### src/rtl/mem_port_arbiter.sv
// mem_port_arbiter: round-robin sequencer that shares the single mem_cntrl request port among N_REQ clients.
// Optional per-grant watchdog is compiled in when MEM_ARB_WDOG_EN is defined.
module mem_port_arbiter #(
   parameter  int unsigned N_REQ       = 2,
   parameter  int unsigned WDOG_CYCLES = 1024,
   localparam int unsigned OP_W        = 2,
   localparam int unsigned ADDR_W      = 64,
   localparam int unsigned DATA_W      = 32
) (
   input  logic                       clk,
   input  logic                       rst_n,
   input  logic [N_REQ-1:0]           req,
   input  logic [OP_W*N_REQ-1:0]      req_op,
   input  logic [ADDR_W*N_REQ-1:0]    req_addr,
   input  logic [DATA_W*N_REQ-1:0]    req_wdata,
   output logic [N_REQ-1:0]           grant,
   output logic [N_REQ-1:0]           cli_tx_done,
   output logic [N_REQ-1:0]           cli_rd_valid,
   output logic [DATA_W-1:0]          cli_rdata,
   output logic [OP_W-1:0]            mem_op,
   output logic [ADDR_W-1:0]          mem_addr,
   output logic [DATA_W-1:0]          mem_wdata,
   input  logic                       mem_tx_done,
   input  logic                       mem_rd_valid,
   input  logic [DATA_W-1:0]          mem_rdata,
   output logic                       busy,
   output logic                       wdog_abort
);

   localparam int unsigned PTR_W = $clog2(N_REQ);

   if (N_REQ < 2 || N_REQ > 8) begin : g_bad_n_req
      $error("mem_port_arbiter: N_REQ must be in 2..8");
   end
   if (WDOG_CYCLES < 2) begin : g_bad_wdog
      $error("mem_port_arbiter: WDOG_CYCLES must be at least 2");
   end

   typedef enum logic [1:0] {
      ST_IDLE = 2'd0,
      ST_BUSY = 2'd1,
      ST_GAP  = 2'd2
   } state_t;

   state_t             r_state;
   state_t             w_state_nxt;
   logic [N_REQ-1:0]   r_grant;
   logic [N_REQ-1:0]   w_grant_nxt;
   logic [PTR_W-1:0]   r_rr_ptr;
   logic [PTR_W-1:0]   w_rr_ptr_nxt;
   logic [PTR_W:0]     w_idx;
   logic [PTR_W-1:0]   w_winner;
   logic               w_found;
   logic [N_REQ-1:0]   w_win_onehot;
   logic               w_expire;

`ifdef MEM_ARB_WDOG_EN
   localparam int unsigned CNT_W = $clog2(WDOG_CYCLES);
   logic [CNT_W-1:0]   r_wdog_cnt;
   logic [CNT_W-1:0]   w_wdog_cnt_nxt;

   // Expiry only when mem_cntrl has not completed in the same cycle.
   assign w_expire = (r_state == ST_BUSY) && (r_wdog_cnt == CNT_W'(WDOG_CYCLES - 1)) && !mem_tx_done;
`else
   assign w_expire = 1'b0;
`endif

   // Rotating priority search starting at r_rr_ptr.
   always_comb begin
      w_idx    = '0;
      w_winner = '0;
      w_found  = 1'b0;
      for (int unsigned k = 0; k < N_REQ; k++) begin
         w_idx = {1'b0, r_rr_ptr} + (PTR_W+1)'(k);
         if (w_idx >= (PTR_W+1)'(N_REQ)) begin
            w_idx = w_idx - (PTR_W+1)'(N_REQ);
         end
         if (!w_found && req[w_idx[PTR_W-1:0]]) begin
            w_found  = 1'b1;
            w_winner = w_idx[PTR_W-1:0];
         end
      end
      w_win_onehot = {{(N_REQ-1){1'b0}}, 1'b1} << w_winner;
   end

   always_ff @(posedge clk or negedge rst_n) begin
      if (!rst_n) begin
         r_state    <= ST_IDLE;
         r_grant    <= '0;
         r_rr_ptr   <= '0;
`ifdef MEM_ARB_WDOG_EN
         r_wdog_cnt <= '0;
`endif
      end else begin
         r_state    <= w_state_nxt;
         r_grant    <= w_grant_nxt;
         r_rr_ptr   <= w_rr_ptr_nxt;
`ifdef MEM_ARB_WDOG_EN
         r_wdog_cnt <= w_wdog_cnt_nxt;
`endif
      end
   end

   always_comb begin
      w_state_nxt    = r_state;
      w_grant_nxt    = r_grant;
      w_rr_ptr_nxt   = r_rr_ptr;
`ifdef MEM_ARB_WDOG_EN
      w_wdog_cnt_nxt = r_wdog_cnt;
`endif
      case (r_state)
         ST_IDLE: begin
            if (w_found) begin
               w_state_nxt    = ST_BUSY;
               w_grant_nxt    = w_win_onehot;
               w_rr_ptr_nxt   = (w_winner == PTR_W'(N_REQ - 1)) ? '0 : w_winner + PTR_W'(1);
`ifdef MEM_ARB_WDOG_EN
               w_wdog_cnt_nxt = '0;
`endif
            end
         end
         ST_BUSY: begin
            if (mem_tx_done || w_expire) begin
               w_state_nxt = ST_GAP;
               w_grant_nxt = '0;
            end else begin
`ifdef MEM_ARB_WDOG_EN
               w_wdog_cnt_nxt = r_wdog_cnt + CNT_W'(1);
`endif
            end
         end
         ST_GAP: begin
            w_state_nxt = ST_IDLE;
         end
         default: begin
            w_state_nxt = ST_IDLE;
            w_grant_nxt = '0;
         end
      endcase
   end

   // Owner mux; an empty grant leaves every field at zero, so IDLE/GAP present op=00.
   always_comb begin
      mem_op       = '0;
      mem_addr     = '0;
      mem_wdata    = '0;
      for (int unsigned i = 0; i < N_REQ; i++) begin
         if (r_grant[i]) begin
            mem_op    = req_op[i*OP_W +: OP_W];
            mem_addr  = req_addr[i*ADDR_W +: ADDR_W];
            mem_wdata = req_wdata[i*DATA_W +: DATA_W];
         end
      end
      grant        = r_grant;
      cli_tx_done  = r_grant & {N_REQ{mem_tx_done | w_expire}};
      cli_rd_valid = r_grant & {N_REQ{mem_rd_valid}};
      cli_rdata    = (|r_grant) ? mem_rdata : '0;
      busy         = |r_grant;
      wdog_abort   = w_expire;
   end

endmodule

### config.mk
export PLATFORM = sky130hd
export DESIGN_NAME = mem_port_arbiter
export DESIGN_NICKNAME = d
export VERILOG_FILES = /design/src/rtl/mem_port_arbiter.sv
export SDC_FILE = /design/constraint.sdc
export NUM_CORES = 1
export LEC_CHECK = 0
export CORE_AREA = 2 2 144 146
export DETAILED_ROUTE_END_ITERATION = 16
export DIE_AREA = 0 0 146 148
export PLACE_DENSITY = 0.46
export SLEW_MARGIN = 15
export SYNTH_ARGS = -nofsm -noshare
export SYNTH_HDL_FRONTEND = slang
export SYNTH_SLANG_ARGS = --single-unit
### constraint.sdc
create_clock -name clk -period 3.2 [get_ports clk]
set_input_delay 0.32 -clock clk [delete_from_list [all_inputs] [get_ports clk]]
set_output_delay 0.32 -clock clk [all_outputs]
set_load 0.02 [all_outputs]
==> results.toml, run 1 <==
[run_status]
outcome = "finished clean"

[timing]
slew_violations = 0
fin_crit_sh_pct = 82.62
worst_pin_slew_ns = 0.6159
post-route-min-period_ns = 2.644
finalHoldViolCount = 0
rsz0062_at_grt = "false"
setup_violations = 0
relSlewSlack_pct = 58.94
tns_ns = 0
fmax_ghz = 0.3782
fin_worst_skew_ns = 0.001388

[detailed_routing]
wirelength_um = 12660
route.met3.wl_um = 993
drt_iter0_markers = 70
highest_layer = "met4"
via_count = 3014
wl_met1_um = 5011
routedWlPerCell_um = 15.55
ant_nets = 0
vias_per_cell = 3.703
met2WireLength_um = 6542
dr.pass1.iters = 4
drc = 0

[place]
dpl_cell_area_sq_um = 5411
gp_congestion = 0.8703
dpl.hpwl_um = 10560
port_buffers = 370
placedCellCount = 810

[power]
p_total_mw = 3.812
p_int_mw = 1.984
power.leakage_nw = 2.010
combPwrFrac_pct = 91.4
switchingPower_mw = 1.827
seq_power_share_pct = 3.2
irDropWorstVdd_v = 0.0003082
powerDensity_nw_per_um2 = 694.2
p_sw_share_pct = 47.95
p_clk_share_pct = 5.4

[clock_network]
cts_tree = "built"
postCtsSetupBuffers = 0
cts.path.max_buffers = 2
numCtsBuffers = 3
clkSlewWorstSetupHoldPaths_ns = 0.03
post_cts_resized = 0
cts_num_sinks = 5
clock_latency_ns = 0.23
ctsHoldBuffers = 0
cts_root_buf = "clkbuf_16"
cts.htree.levels = 1

[worst_setup_path]
r2r_cells = 3
cp_max_fo = 56
r2r-end = "grant[1]"
end_kind = "output port"
startpoint = "grant[0]"
required_ns = 2.88
crit_type = "reg2out"
critPathArrivalTime_ns = 2.32
setup.worst_path.end = "mem_wdata[9]"
rr_startpoint = "grant[1]"
start_kind = "flop"
regToRegSetupSlack_ns = 1.98

[layout]
multi_input_area_sq_um = 1192
final_area_sq_um = 5490
nFillCells = 2172
final_cells = 814
diodes = 0
synthToLayoutAreaGrowth_pct = 274.7
drive_gt1_share_pct = 2.206
seq_area_sq_um = 128.9
final_core_util_pct = 27.40
nNetsFinal = 779

[die]
rows = 52
die_w_um = 146
io_pins = 372
coreArea_sq_um = 20040
start_util_pct = 7.311
die_h_um = 148
die_area_sq_um = 21610

[logic_synthesis]
postSynthAreaPerCell_sq_um = 7.671
netlist_instances = 191
yosysSeqAreaShare_pct = 8.540
ys_ff_latch = 5
synth.distinct_cells = 20
synth_nets = 425
yosysWarnings = 0
syn_area_sq_um = 1465

[global_routing]
grt_pass1_wl_um = 18180
antenna_found_initial = 0
grt_util_all_layers_pct = 10.45
grt_overflow = 0
grt_pass1_vias = 3111
grt_max_degree = 57

[worst_hold_path]
hp-class = "in2async"

[job]
cap_violations = 0
-- cells by family (layout without fill, tap and decap cells) --
| kind of cell | after synthesis | count (layout) | share of synthesized area, % |
|---|---|---|---|
| AOI/OAI and AO/OA | 105 | 105 | 60.89 |
| and+or+nand+nor | 51 | 51 | 20.24 |
| buffers and inverters | 29 | 382 | 10.08 |
| DFF | 5 | 5 | 8.540 |
| other | 1 | 1 | 0.2559 |
-- worst min-delay path by stage --
stage                     cells past startpoint       start          to
final                                         1       rst_n    grant[0]
after detailed placement                      1  r_state[1]  r_state[0]
after floorplan                               0       rst_n    grant[0]
after CTS                                     1       rst_n    grant[0]
after global placement                        1  r_state[1]  r_state[0]
after global routing                          1       rst_n    grant[1]
-- routing by layer --
| metal | global-route usage, % | vias to the layer above |
|---|---|---|
| met3 | 2.654 | 8 |
| met1 | 12.30 | 1373 |
| met4 | 1.117 | 0 |
| li1 | - | 1454 |
| met2 | 19.69 | 179 |
| met5 | 0 | - |
-- state kept, by name (all words and copies together), names as in the netlist --
signal / count
r_state: 2
r_rr_ptr: 1
grant: 2
-- power by group through the flow --
stage          logic [mW]  clock network, mW  registers [mW]
2_1_floorplan        1.79                  0           0.121
3_3_place_gp         3.51                  0           0.119
3_5_place_dp         3.51                  0           0.122
4_1_cts              3.53              0.208           0.121
5_1_grt              3.67              0.212           0.126
6_report             3.48              0.206           0.122
-- cell type report --
class / instances / share of cell area (%)
Timing Repair Buffer: 375 / 68.14
Multi-Input combinational cell: 157 / 21.72
Tap cell: 270 / 6.153
Sequential cell: 5 / 2.347
Clock buffer: 4 / 1.436
Inverter: 3 / 0.2051
-- synthesized netlist by cell type (all sizes together) --
library cell  count  area, sq um
a22o             96        840.8
nor2b            32        200.2
buf              17        102.6
clkbuf            9        33.78
nand2             6        22.52
nor2              6        32.53
dfrtp             5        125.1
o21ai             5        25.02
and2              4        25.02
inv               3        11.26
nand3             2        10.01
o31ai             2        15.01
a21oi             1        5.000
a31oi             1        6.260
conb              1        3.750
nand2b            1        6.260
-- critical path, stage by stage, from the launching register on --
cell and delay, ns:
dfrtp_1 0.48, inv_2 0.08, nor2_4 0.11, buf_4 0.50, a22o_1 0.27, clkdlybuf4s50_1 0.63
-- per-stage QoR --
stage,worst slack (ns),hold WS [ns]
3_3_place_gp,0.7789,0.4712
4_1_cts,0.5059,0.3430
3_5_place_dp,0.7467,0.4835
5_1_grt,0.4158,0.3510
2_1_floorplan,1.443,0.02441
6_report,0.5561,0.3339
-- cell usage in the layout (no fill, tap or decap) --
master           synthesis  final
clkdlybuf4s50_1          0    370
a22o_1                  96     96
nor2b_1                 32     32
nand2_1                  6      6
o21ai_0                  5      5
buf_4                    7      5
and2_1                   4      4
nor2_1                   4      4
dfrtp_1                  5      4
clkbuf_16                0      3
inv_1                    2      2
o31ai_1                  2      2
nand3_1                  2      2
inv_2                    1      1
nor2_4                   1      1
nor2_2                   1      1
nand2b_1                 1      1
a21oi_1                  1      1
a31oi_1                  1      1
conb_1                   1      1
clkbuf_1                 9      1
dfrtp_4                  0      1
Note: power is estimated with default switching activity, not from simulation.
==> inputs of run 2 (changes only) <==
PLACE_DENSITY = 0.48   (was 0.46)
clock period = 2.2 ns   (was 3.2 ns; I/O delays follow)
==> run 2 against run 1 <==
Compared with the run above: final area is 6.7% higher; total power up 47%; largest cell class unchanged; worst hold slack lost 0.11 ns.
==> results.toml, run 2 (synthesized netlist as in run 1, its figures left out) <==
[layout]
diodes = 0
drive_gt1_share_pct = 2.920
synthToLayoutAreaGrowth_pct = 300.0
nNetsFinal = 783
final_cells = 818
final_cell_mix = "260 x clkdlybuf4s50_1, 98 x dlymetal6s2s_1, 96 x a22o_1"
final_common_cell = "clkdlybuf4s50_1"

[clock_network]
cts_tree = "built"
cts_num_sinks = 5
clkSlewWorstSetupHoldPaths_ns = 0.03
numCtsBuffers = 3
cts.path.max_buffers = 2
cts.htree.levels = 1
ctsHoldBuffers = 0
cts_root_buf = "clkbuf_16"
clock_latency_ns = 0.23

[die]
coreArea_sq_um = 20040
die_w_um = 146
die_h_um = 148
rows = 52
die_area_sq_um = 21610
io_pins = 372
start_util_pct = 7.311

[detailed_routing]
routedWlPerCell_um = 16.30
vias_per_cell = 3.776
dr.pass1.iters = 4
via_count = 3089
wirelength_um = 13330
ant_nets = 0
drc = 0
drt_iter0_markers = 121

[global_routing]
grt_max_degree = 58
grt_pass1_wl_um = 18020
antenna_found_initial = 0
grt_overflow = 0
grt_pass1_vias = 3158
grt_util_all_layers_pct = 10.41

[timing]
fin_ws_ns = 0.03754
fin_crit_sh_pct = 98.29
fin_worst_skew_ns = 0.0004055
slew_violations = 0
post-route-min-period_ns = 2.162
tns_ns = 0
finalHoldViolCount = 0
fmax_ghz = 0.4624
setup_violations = 0

[worst_setup_path]
start_kind = "flop"
critPathArrivalTime_ns = 1.94
crit_type = "reg2out"
r2r_cells = 3
required_ns = 1.98
cp_max_fo = 22
end_kind = "output port"

[power]
seq_power_share_pct = 3.1
power.leakage_nw = 3.553
irDropWorstVdd_v = 0.0004508
powerDensity_nw_per_um2 = 953.5
p_clk_share_pct = 5.4
switchingPower_mw = 2.692
p_int_mw = 2.896
p_sw_share_pct = 48.17
combPwrFrac_pct = 91.4

[place]
gp_congestion = 0.8800
placedCellCount = 811
port_buffers = 370
pre_cts_ws_ns = 0.1720
dpl.hpwl_um = 10660

[run_status]
outcome = "finished clean"

[job]
cap_violations = 0

[worst_hold_path]
hp-class = "in2async"
run 2: power groups by stage:
stage / Combinational, mW / Clock, mW / Sequential [mW]
after floorplan: 2.60 / 0 / 0.176
after global placement: 5.22 / 0 / 0.172
after detailed placement: 5.22 / 0 / 0.174
after CTS: 5.18 / 0.305 / 0.174
after global routing: 5.41 / 0.312 / 0.180
final: 5.11 / 0.304 / 0.175
run 2: path summary, 6_finish.rpt:
path	startpoint	endpoint	slack (ns)
min in group clk	r_state[1]	r_state[1]	0.51
hold reg to reg	r_state[1]	r_state[1]	0.51
max in group asynchronous	rst_n	grant[1]	1.75
hold / removal	rst_n	r_state[0]	0.22
setup / recovery	grant[1]	mem_addr[13]	0.04
setup reg to reg	grant[1]	grant[1]	1.21
run 2: through the flow:
| step | hold slack [ns] | util [%] | area (sq um) | total power, mW |
|---|---|---|---|---|
| floorplan | -0.07559 | - | 1465 | 2.772 |
| global placement | 0.4622 | 27.35 | 5482 | 5.392 |
| detailed placement | 0.4655 | 27.35 | 5482 | 5.397 |
| CTS | 0.2334 | 27.67 | 5545 | 5.656 |
| global route | 0.2415 | 29.25 | 5861 | 5.899 |
| finish | 0.2239 | 29.25 | 5861 | 5.588 |
run 2: metal layers:
metal  global-route usage (%)  wire length [um]
met1                    12.03              5045
met2                    19.60              7010
met3                    2.377              1096
met4                    2.087               176
met5                        0                 0
run 2: cell type report:
class | count | area (sq um)
repair buffers | 379 | 4111
multi-input cells | 157 | 1192
clock buffers | 4 | 78.83
flip-flops and latches | 5 | 128.9
inverters | 3 | 11.26
well taps | 270 | 337.8
fillers | 2164 | 14180
run 2: repair_timing:
action | CTS | global route
setup endpoints to repair | 12 | 94
gates resized for setup | 12 | 98
pin swaps | 0 | 1
buffers inserted | 0 | 1
gates cloned | 0 | 2
run 2: worst max-delay path: stages, from the launching register on:
cell	delay, ns
dfrtp_4	0.51
nor2_4	0.14
buf_12	0.14
clkbuf_16	0.19
a22o_1	0.14
clkdlybuf4s50_1	0.60
